===== src/rtl/adder_pkg.sv =====
// Shared definitions for the chunked serial adder and the multiplier control.
package adder_pkg;

   typedef enum logic [1:0] {
      IDLE = 2'd0,
      RUN  = 2'd1,
      DONE = 2'd2
   } state_t;

   function automatic int nchunk(input int width, input int chunk);
      return width / chunk;
   endfunction

   // A counter over a single chunk still needs one bit to exist.
   function automatic int idx_width(input int n);
      return (n > 1) ? $clog2(n) : 1;
   endfunction

endpackage


===== src/rtl/chunk_adder.sv =====
// CHUNK-bit combinational ripple adder built from full_adder cells.
module chunk_adder #(
   parameter int CHUNK = 8
) (
   input  logic [CHUNK-1:0] a,
   input  logic [CHUNK-1:0] b,
   input  logic             ci,
   output logic [CHUNK-1:0] s,
   output logic             co,
   output logic             c_msb
);

   logic [CHUNK:0] c;

   assign c[0] = ci;

   for (genvar i = 0; i < CHUNK; i++) begin : g_fa
      full_adder u_fa (
         .a  (a[i]),
         .b  (b[i]),
         .ci (c[i]),
         .s  (s[i]),
         .co (c[i+1])
      );
   end

   assign co    = c[CHUNK];
   assign c_msb = c[CHUNK-1];

endmodule


===== src/rtl/full_adder.sv =====
// One-bit full adder cell.
module full_adder (
   input  logic a,
   input  logic b,
   input  logic ci,
   output logic s,
   output logic co
);

   assign s  = a ^ b ^ ci;
   assign co = (a & b) | (ci & (a ^ b));

endmodule


===== src/rtl/chunked_serial_adder.sv =====
// Multi-cycle adder/subtractor: CHUNK bits per clock, LSB chunk first.
module chunked_serial_adder
   import adder_pkg::*;
#(
   parameter int WIDTH = 32,
   parameter int CHUNK = 8
) (
   input  logic             clk,
   input  logic             rst_n,
   input  logic             start_valid,
   output logic             start_ready,
   input  logic [WIDTH-1:0] a,
   input  logic [WIDTH-1:0] b,
   input  logic             c_in,
   input  logic             sub,
   output logic             res_valid,
   input  logic             res_ready,
   output logic [WIDTH-1:0] sum,
   output logic             c_out,
   output logic             overflow
);

   localparam int NCHUNK = nchunk(WIDTH, CHUNK);
   localparam int IW     = idx_width(NCHUNK);
   localparam logic [IW-1:0] LAST = IW'(NCHUNK - 1);

   state_t           state_q;
   state_t           state_d;
   logic [IW-1:0]    idx_q;
   logic [WIDTH-1:0] a_q;
   logic [WIDTH-1:0] b_q;
   logic             carry_q;
   logic [CHUNK-1:0] ch_sum;
   logic             ch_co;
   logic             ch_cmsb;
   logic             accept;
   logic             last;
   int               base;

   assign start_ready = (state_q == IDLE);
   assign res_valid   = (state_q == DONE);
   assign accept      = start_valid && start_ready;
   assign last        = (idx_q == LAST);
   assign base        = int'(idx_q) * CHUNK;

   chunk_adder #(.CHUNK(CHUNK)) u_chunk (
      .a     (a_q[base +: CHUNK]),
      .b     (b_q[base +: CHUNK]),
      .ci    (carry_q),
      .s     (ch_sum),
      .co    (ch_co),
      .c_msb (ch_cmsb)
   );

   always_comb begin
      state_d = state_q;
      unique case (state_q)
         IDLE:    if (start_valid) state_d = RUN;
         RUN:     if (last) state_d = DONE;
         DONE:    if (res_ready) state_d = IDLE;
         default: state_d = IDLE;
      endcase
   end

   always_ff @(posedge clk) begin
      if (!rst_n) state_q <= IDLE;
      else        state_q <= state_d;
   end

   // Subtraction is a + ~b + 1, so the carry register seeds the +1.
   always_ff @(posedge clk) begin
      if (!rst_n) begin
         idx_q    <= '0;
         carry_q  <= 1'b0;
         sum      <= '0;
         c_out    <= 1'b0;
         overflow <= 1'b0;
      end else if (accept) begin
         a_q     <= a;
         b_q     <= sub ? ~b : b;
         carry_q <= sub | c_in;
         idx_q   <= '0;
      end else if (state_q == RUN) begin
         sum[base +: CHUNK] <= ch_sum;
         carry_q            <= ch_co;
         if (last) begin
            idx_q    <= '0;
            c_out    <= ch_co;
            overflow <= ch_cmsb ^ ch_co;
         end else begin
            idx_q <= idx_q + 1'b1;
         end
      end
   end

endmodule

===== config.mk =====
export PLATFORM = sky130hd
export DESIGN_NAME = chunked_serial_adder
export DESIGN_NICKNAME = d
export VERILOG_FILES = /design/src/rtl/adder_pkg.sv /design/src/rtl/chunk_adder.sv /design/src/rtl/full_adder.sv /design/src/rtl/chunked_serial_adder.sv
export SDC_FILE = /design/constraint.sdc
export NUM_CORES = 1
export LEC_CHECK = 0
export CORE_ASPECT_RATIO = 0.7
export CORE_MARGIN = 3
export CORE_UTILIZATION = 40
export DETAILED_ROUTE_END_ITERATION = 12
export PLACE_DENSITY = 0.69
export SYNTH_ARGS = -nofsm -noshare
export SYNTH_HDL_FRONTEND = slang
export SYNTH_SLANG_ARGS = --single-unit

===== constraint.sdc =====
create_clock -name clk -period 4 [get_ports clk]
set_input_delay 0.6 -clock clk [delete_from_list [all_inputs] [get_ports clk]]
set_output_delay 0.6 -clock clk [all_outputs]
set_load 0.01 [all_outputs]

==> results of run 1 <==
flip-flops by register name, indices dropped and copies added, names as in the netlist:
name / cells
a_q: 32
b_q: 32
c_out: 1
carry_q: 1
idx_q: 2
overflow: 1
state_q: 2
sum: 32
what timing repair did:
action                                  CTS  global route
pin swaps                                 6             9
setup buffers                             0             1
endpoints found under the setup margin    2             4
resized for setup                         3             6
worst max-delay path by stage:
| stage | to |
|---|---|
| after floorplan | sum[15] |
| after global placement | sum[15] |
| after detailed placement | sum[15] |
| after CTS | sum[15] |
| after global routing | sum[15] |
| final | sum[15] |
layout make-up:
class / instances / area (µm²)
clock inverters: 6 / 57.56
repair buffers: 116 / 1129
inverters: 15 / 56.30
fillers: 864 / 4577
clock buffers: 10 / 229.0
well taps: 148 / 185.2
flip-flops and latches: 103 / 2706
multi-input cells: 151 / 1572
through the flow:
step / cell area, µm² / setup slack [ns]
2_1_floorplan: 4398 / 0.005822
3_3_place_gp: 5630 / 0.008958
3_5_place_dp: 5630 / -0.07587
4_1_cts: 5919 / 0.01519
5_1_grt: 5934 / -0.05584
6_report: 5934 / 0.1040
cells in the mapped netlist (all sizes together) (2+ instances only):
master and number:
a21boi 6, a22o 8, a32o 4, a32oi 4, and3 3, and4bb 2, buf 10, clkbuf 4
dfxtp 39, edfxtp 64, fa 8, ha 6, inv 15, mux2i 2, mux4 16, nand2 5
nand3 7, nand3b 2, nor2 2, nor2b 13, o21ai 5, o2bb2ai 8, or3 4, xor2 32
where the power goes:
part	internal, W	total (W)	switching, W
combinational	0.000176	0.000332	0.000155
clock	0.000439	0.000834	0.000395
sequential	0.00117	0.00119	0.0000158
metal layers:
metal	routed length (µm)	share of wire, %	global-route usage (%)
met5	0	0	0
met3	711	7.8	5.194
met2	4006	44	23.18
met4	114	1.2	3.596
met1	4308	47	22.38
logic make-up (layout without fill, tap and decap cells):
| family | Yosys count | count (layout) | share of synthesized area [%] |
|---|---|---|---|
| xor gates and xnor gates | 33 | 33 | 6.598 |
| DFF | 103 | 103 | 61.70 |
| muxes | 18 | 18 | 8.683 |
| and+or+nand+nor | 45 | 45 | 6.998 |
| adders and majority gates | 14 | 14 | 5.370 |
| buffers and inverters | 29 | 147 | 2.913 |
| AOI/OAI and AO/OA | 41 | 41 | 7.741 |
worst max-delay path: stages (launching register included):
cell	delay, ns
dfxtp_4	0.39
mux4_2	0.51
inv_2	0.08
fa_2	0.20
fa_2	0.20
fa_2	0.21
inv_2	0.04
fa_2	0.38
fa_2	0.34
inv_2	0.07
fa_2	0.19
inv_2	0.04
fa_2	0.35
fa_2	0.58
a32oi_1	0.10
nor2b_1	0.14
==> impl_metrics.ini, run 1 <==
[status]
status = finished, final reports clean

[grt]
grt_max_degree = 34
grt_pass1_wl_um = 14600
grtUsageTotal_pct = 15.66
grt_pass1_vias = 2774
grt_antenna_before_repair = 0
grt.overflow.total = 0

[setup_path]
r2r-start = idx_q[0]
critPathKind = flip-flop to flip-flop
critPathLaunch = idx_q[0]
r2r_slack_ns = 0.10
worstSetupEndpointType = flip-flop
start_kind = flip-flop
crit_fanout = 5
arrival_ns = 4.17
rr_worst_depth = 15
rr_endpoint = sum[15]
worst_ep_required_time_ns = 4.27

[timing]
rsz0062_at_grt = yes
setup_viol = 0
fmax_mhz = 256.7
worst_slew_pin_slew_ns = 0.8479
fin_skew_ns = 0.005952
drv_slew = 0
max_slew_margin_pct = 43.47
fin_tns_setup_ns = 0
layout_min_cycle_time_ns = 3.896
min_period_over_period_pct = 97.40
timing.hold.ws_ns = 0.4703
hold_viol = 0

[cts]
cts_buffer_depth = 2
cts_tree = yes
clk_pin_slew_ns = 0.07
clock_sinks = 103
cts_buffers = 9
clk_latency_ns = 0.34
clockRootBuffer = clkbuf_16
htreeDepth = 3
cts_hold_buf = 0

[power]
ir_worst_vdd_mv = 0.2134
p_total_w = 0.002356
powerDensity_mw_per_mm2 = 397.1
power.leakage_nw = 2.091

[drt]
drt_pass1_iterations = 4
vias = 2673
avgViaCountPerCell = 4.869
ant_nets = 0
drt-total-wl_um = 9141
drc = 0
wl_per_cell_um = 16.65
drt_iter0_drc = 171

[final_layout]
drive_gt1_share_pct = 16.21
layout.cells.most_common = clkdlybuf4s50_1
diodes = 0
num-nets-final = 480
finalNonFillerCells = 549
mostFrequentLayoutCells = clkdlybuf4s50_1 (104), edfxtp_1 (64), dfxtp_1 (38)
areaGrowthSynthToFinish_pct = 35.48
post-route-util_pct = 56.46

[place]
placed_cells = 532
gp_congestion = 0.7509
hpwl_um = 7020
numPortBuffers = 105

[synth]
synth_nets = 367
syn_avg_cell_area_um2 = 15.48
synth_ff_type = edfxtp_1
synth_top_area_share_pct = 43.87
ys_async_sr_fraction_pct = 0
ys_seq_area_share_pct = 61.70
syn_inst = 283
synth_warnings = 0
synth-edff-count = 64
syn_area_mm2 = 0.004380
synth.largest_area_cell = edfxtp_1
ys_types = 42
ys_ff_latch = 103
synthTopCellsByArea = edfxtp_1 (44%), dfxtp_1 (18%), mux4_2 (8.2%)

[die]
die_y_um = 93.56
rows = 31
ios = 106
die_area_mm2 = 0.01226
core_area_mm2 = 0.01051
die_x_um = 131.1
initial_core_util_pct = 41.67

[hold_path]
hold_depth = 1
holdPathEnd = sum[1]
hp-class = flip-flop to flip-flop
min_from = sum[1]

[job]
cap_violations = 0
No activity file was read; power rests on OpenSTA's default activity.
==> run 2, diff against run 1 <==
- GPL_TIMING_DRIVEN: not set -> 1
- HOLD_SLACK_MARGIN: not set -> 0.15
==> results of run 2 <==
Final layout, timing and power as in run 1 (identical DEF).
==> run 3, diff against run 2 <==
- CORE_ASPECT_RATIO: 0.7 -> 0.5
- PLACE_DENSITY: 0.69 -> 0.67
- TNS_END_PERCENT: not set -> 10
- clock period: 4 -> 4.9 ns (I/O delays scaled with it)
==> impl_metrics.ini, run 3 (synthesized netlist as in run 1, its figures left out) <==
[drt]
drt_pass1_iterations = 4
drc = 0
avgViaCountPerCell = 4.950
drt_iter0_drc = 168
drt-total-wl_um = 9332
wl_per_cell_um = 17.44
ant_nets = 0
vias = 2648

[final_layout]
diodes = 0
reg_top3 = a_q (32), b_q (32), sum (32)
mostFrequentLayoutCells = clkdlybuf4s50_1 (104), edfxtp_1 (64), dfxtp_1 (38)
areaGrowthSynthToFinish_pct = 33.39
num-nets-final = 474
drive_gt1_share_pct = 11.65
layout.cells.most_common = clkdlybuf4s50_1

[place]
gp_congestion = 0.7588
numPortBuffers = 105
hpwl_um = 7066

[die]
ios = 106
die_y_um = 80.00
initial_core_util_pct = 41.95
die_x_um = 154.0
die_area_mm2 = 0.01232
rows = 26
core_area_mm2 = 0.01044

[timing]
timing.hold.ws_ns = 0.4596
setup_viol = 0
fin_skew_ns = 0.01045
layout_min_cycle_time_ns = 4.291
fmax_mhz = 233.0
rsz0062_at_grt = no
worst_slew_pin_slew_ns = 0.8649
hold_viol = 0
max_slew_margin_pct = 42.34
drv_slew = 0
fin_tns_setup_ns = 0
min_period_over_period_pct = 87.58

[cts]
cts_hold_buf = 0
clock_sinks = 103
ctsResizeCount = 0
htreeDepth = 3
clk_pin_slew_ns = 0.07
cts_buffers = 9
cts_buffer_depth = 2
clockRootBuffer = clkbuf_16
cts_tree = yes
clk_latency_ns = 0.35
cts_setup_buffers = 0

[status]
status = finished, final reports clean

[setup_path]
worst_ep_required_time_ns = 5.14
critPathKind = flip-flop to flip-flop
arrival_ns = 4.53
critPathMaxStageDelay_ns = 0.55
path_delay_family = adder cells
crit_fanout = 9
worstSetupEndpointType = flip-flop
path_cells = mux4_2 > inv_1 > fa_1 > fa_1 > fa_1 > inv_1 > fa_1 > fa_1 > inv_1 > fa_1 > inv_1 > fa_1 > fa_1 > xnor2_1 > nand2_1 > o211a_1
crit_path_frequent_cell = fa_1
crit_buf_inv = 4
slowest_stage = mux4_2
start_kind = flip-flop

[grt]
grt_pass1_vias = 2839
grt_antenna_before_repair = 0
grt_max_degree = 37
grtUsageTotal_pct = 15.68
grt_pass1_wl_um = 14880
grt.overflow.total = 0

[power]
ir_worst_vdd_mv = 0.1482
power.leakage_nw = 2.058
powerDensity_mw_per_mm2 = 323.1

[hold_path]
hp-class = flip-flop to flip-flop

[job]
cap_violations = 0
-- run 3: final timing paths --
path | slack (ns) | depth (start not counted) | to | startpoint
setup / recovery | 0.61 | 16 | overflow | idx_q[0]
setup reg to reg | 0.61 | 16 | overflow | idx_q[0]
hold / removal | 0.46 | 2 | sum[8] | sum[8]
hold reg to reg | 0.46 | 2 | sum[8] | sum[8]
-- run 3: worst register-to-register path, stage by stage, from the launching register on --
cell     delay (ns)
dfxtp_2        0.50
mux4_2         0.55
inv_1          0.09
fa_1           0.20
fa_1           0.21
fa_1           0.18
inv_1          0.05
fa_1           0.44
fa_1           0.42
inv_1          0.08
fa_1           0.16
inv_1          0.05
fa_1           0.42
fa_1           0.44
xnor2_1        0.18
nand2_1        0.08
o211a_1        0.13
-- run 3: per-layer routing --
layer	share of wire, %	GRT usage, %
met1	45	20.36
met5	0	0
met4	1.1	3.965
met2	50	26.35
met3	4.3	4.277
-- run 3: area by class of cell --
class / count / area (µm²)
Clock buffer: 10 / 229.0
Clock inverter: 6 / 43.79
Fill cell: 863 / 4599
Inverter: 15 / 56.30
Multi-Input combinational cell: 151 / 1551
Sequential cell: 103 / 2704
Tap cell: 140 / 175.2
Timing Repair Buffer: 110 / 1084
-- run 3: per-stage QoR --
step / instances / total power [W] / area, µm² / setup slack, ns / util (%)
after CTS: 535 / 0.001905 / 5843 / 0.5718 / 55.95
after global placement: 519 / 0.001244 / 5570 / 0.7162 / 53.34
after floorplan: 283 / 0.001127 / 4380 / 0.7262 / -
after global routing: 535 / 0.001962 / 5843 / 0.3296 / 55.95
after detailed placement: 519 / 0.001252 / 5570 / 0.5835 / 53.34
final: 535 / 0.001888 / 5843 / 0.6086 / 55.95
-- run 3: where the power goes --
part	internal (W)	switching [W]	total [W]
registers	0.000960	0.0000143	0.000974
logic	0.000133	0.000124	0.000257
clock network	0.000347	0.000310	0.000657
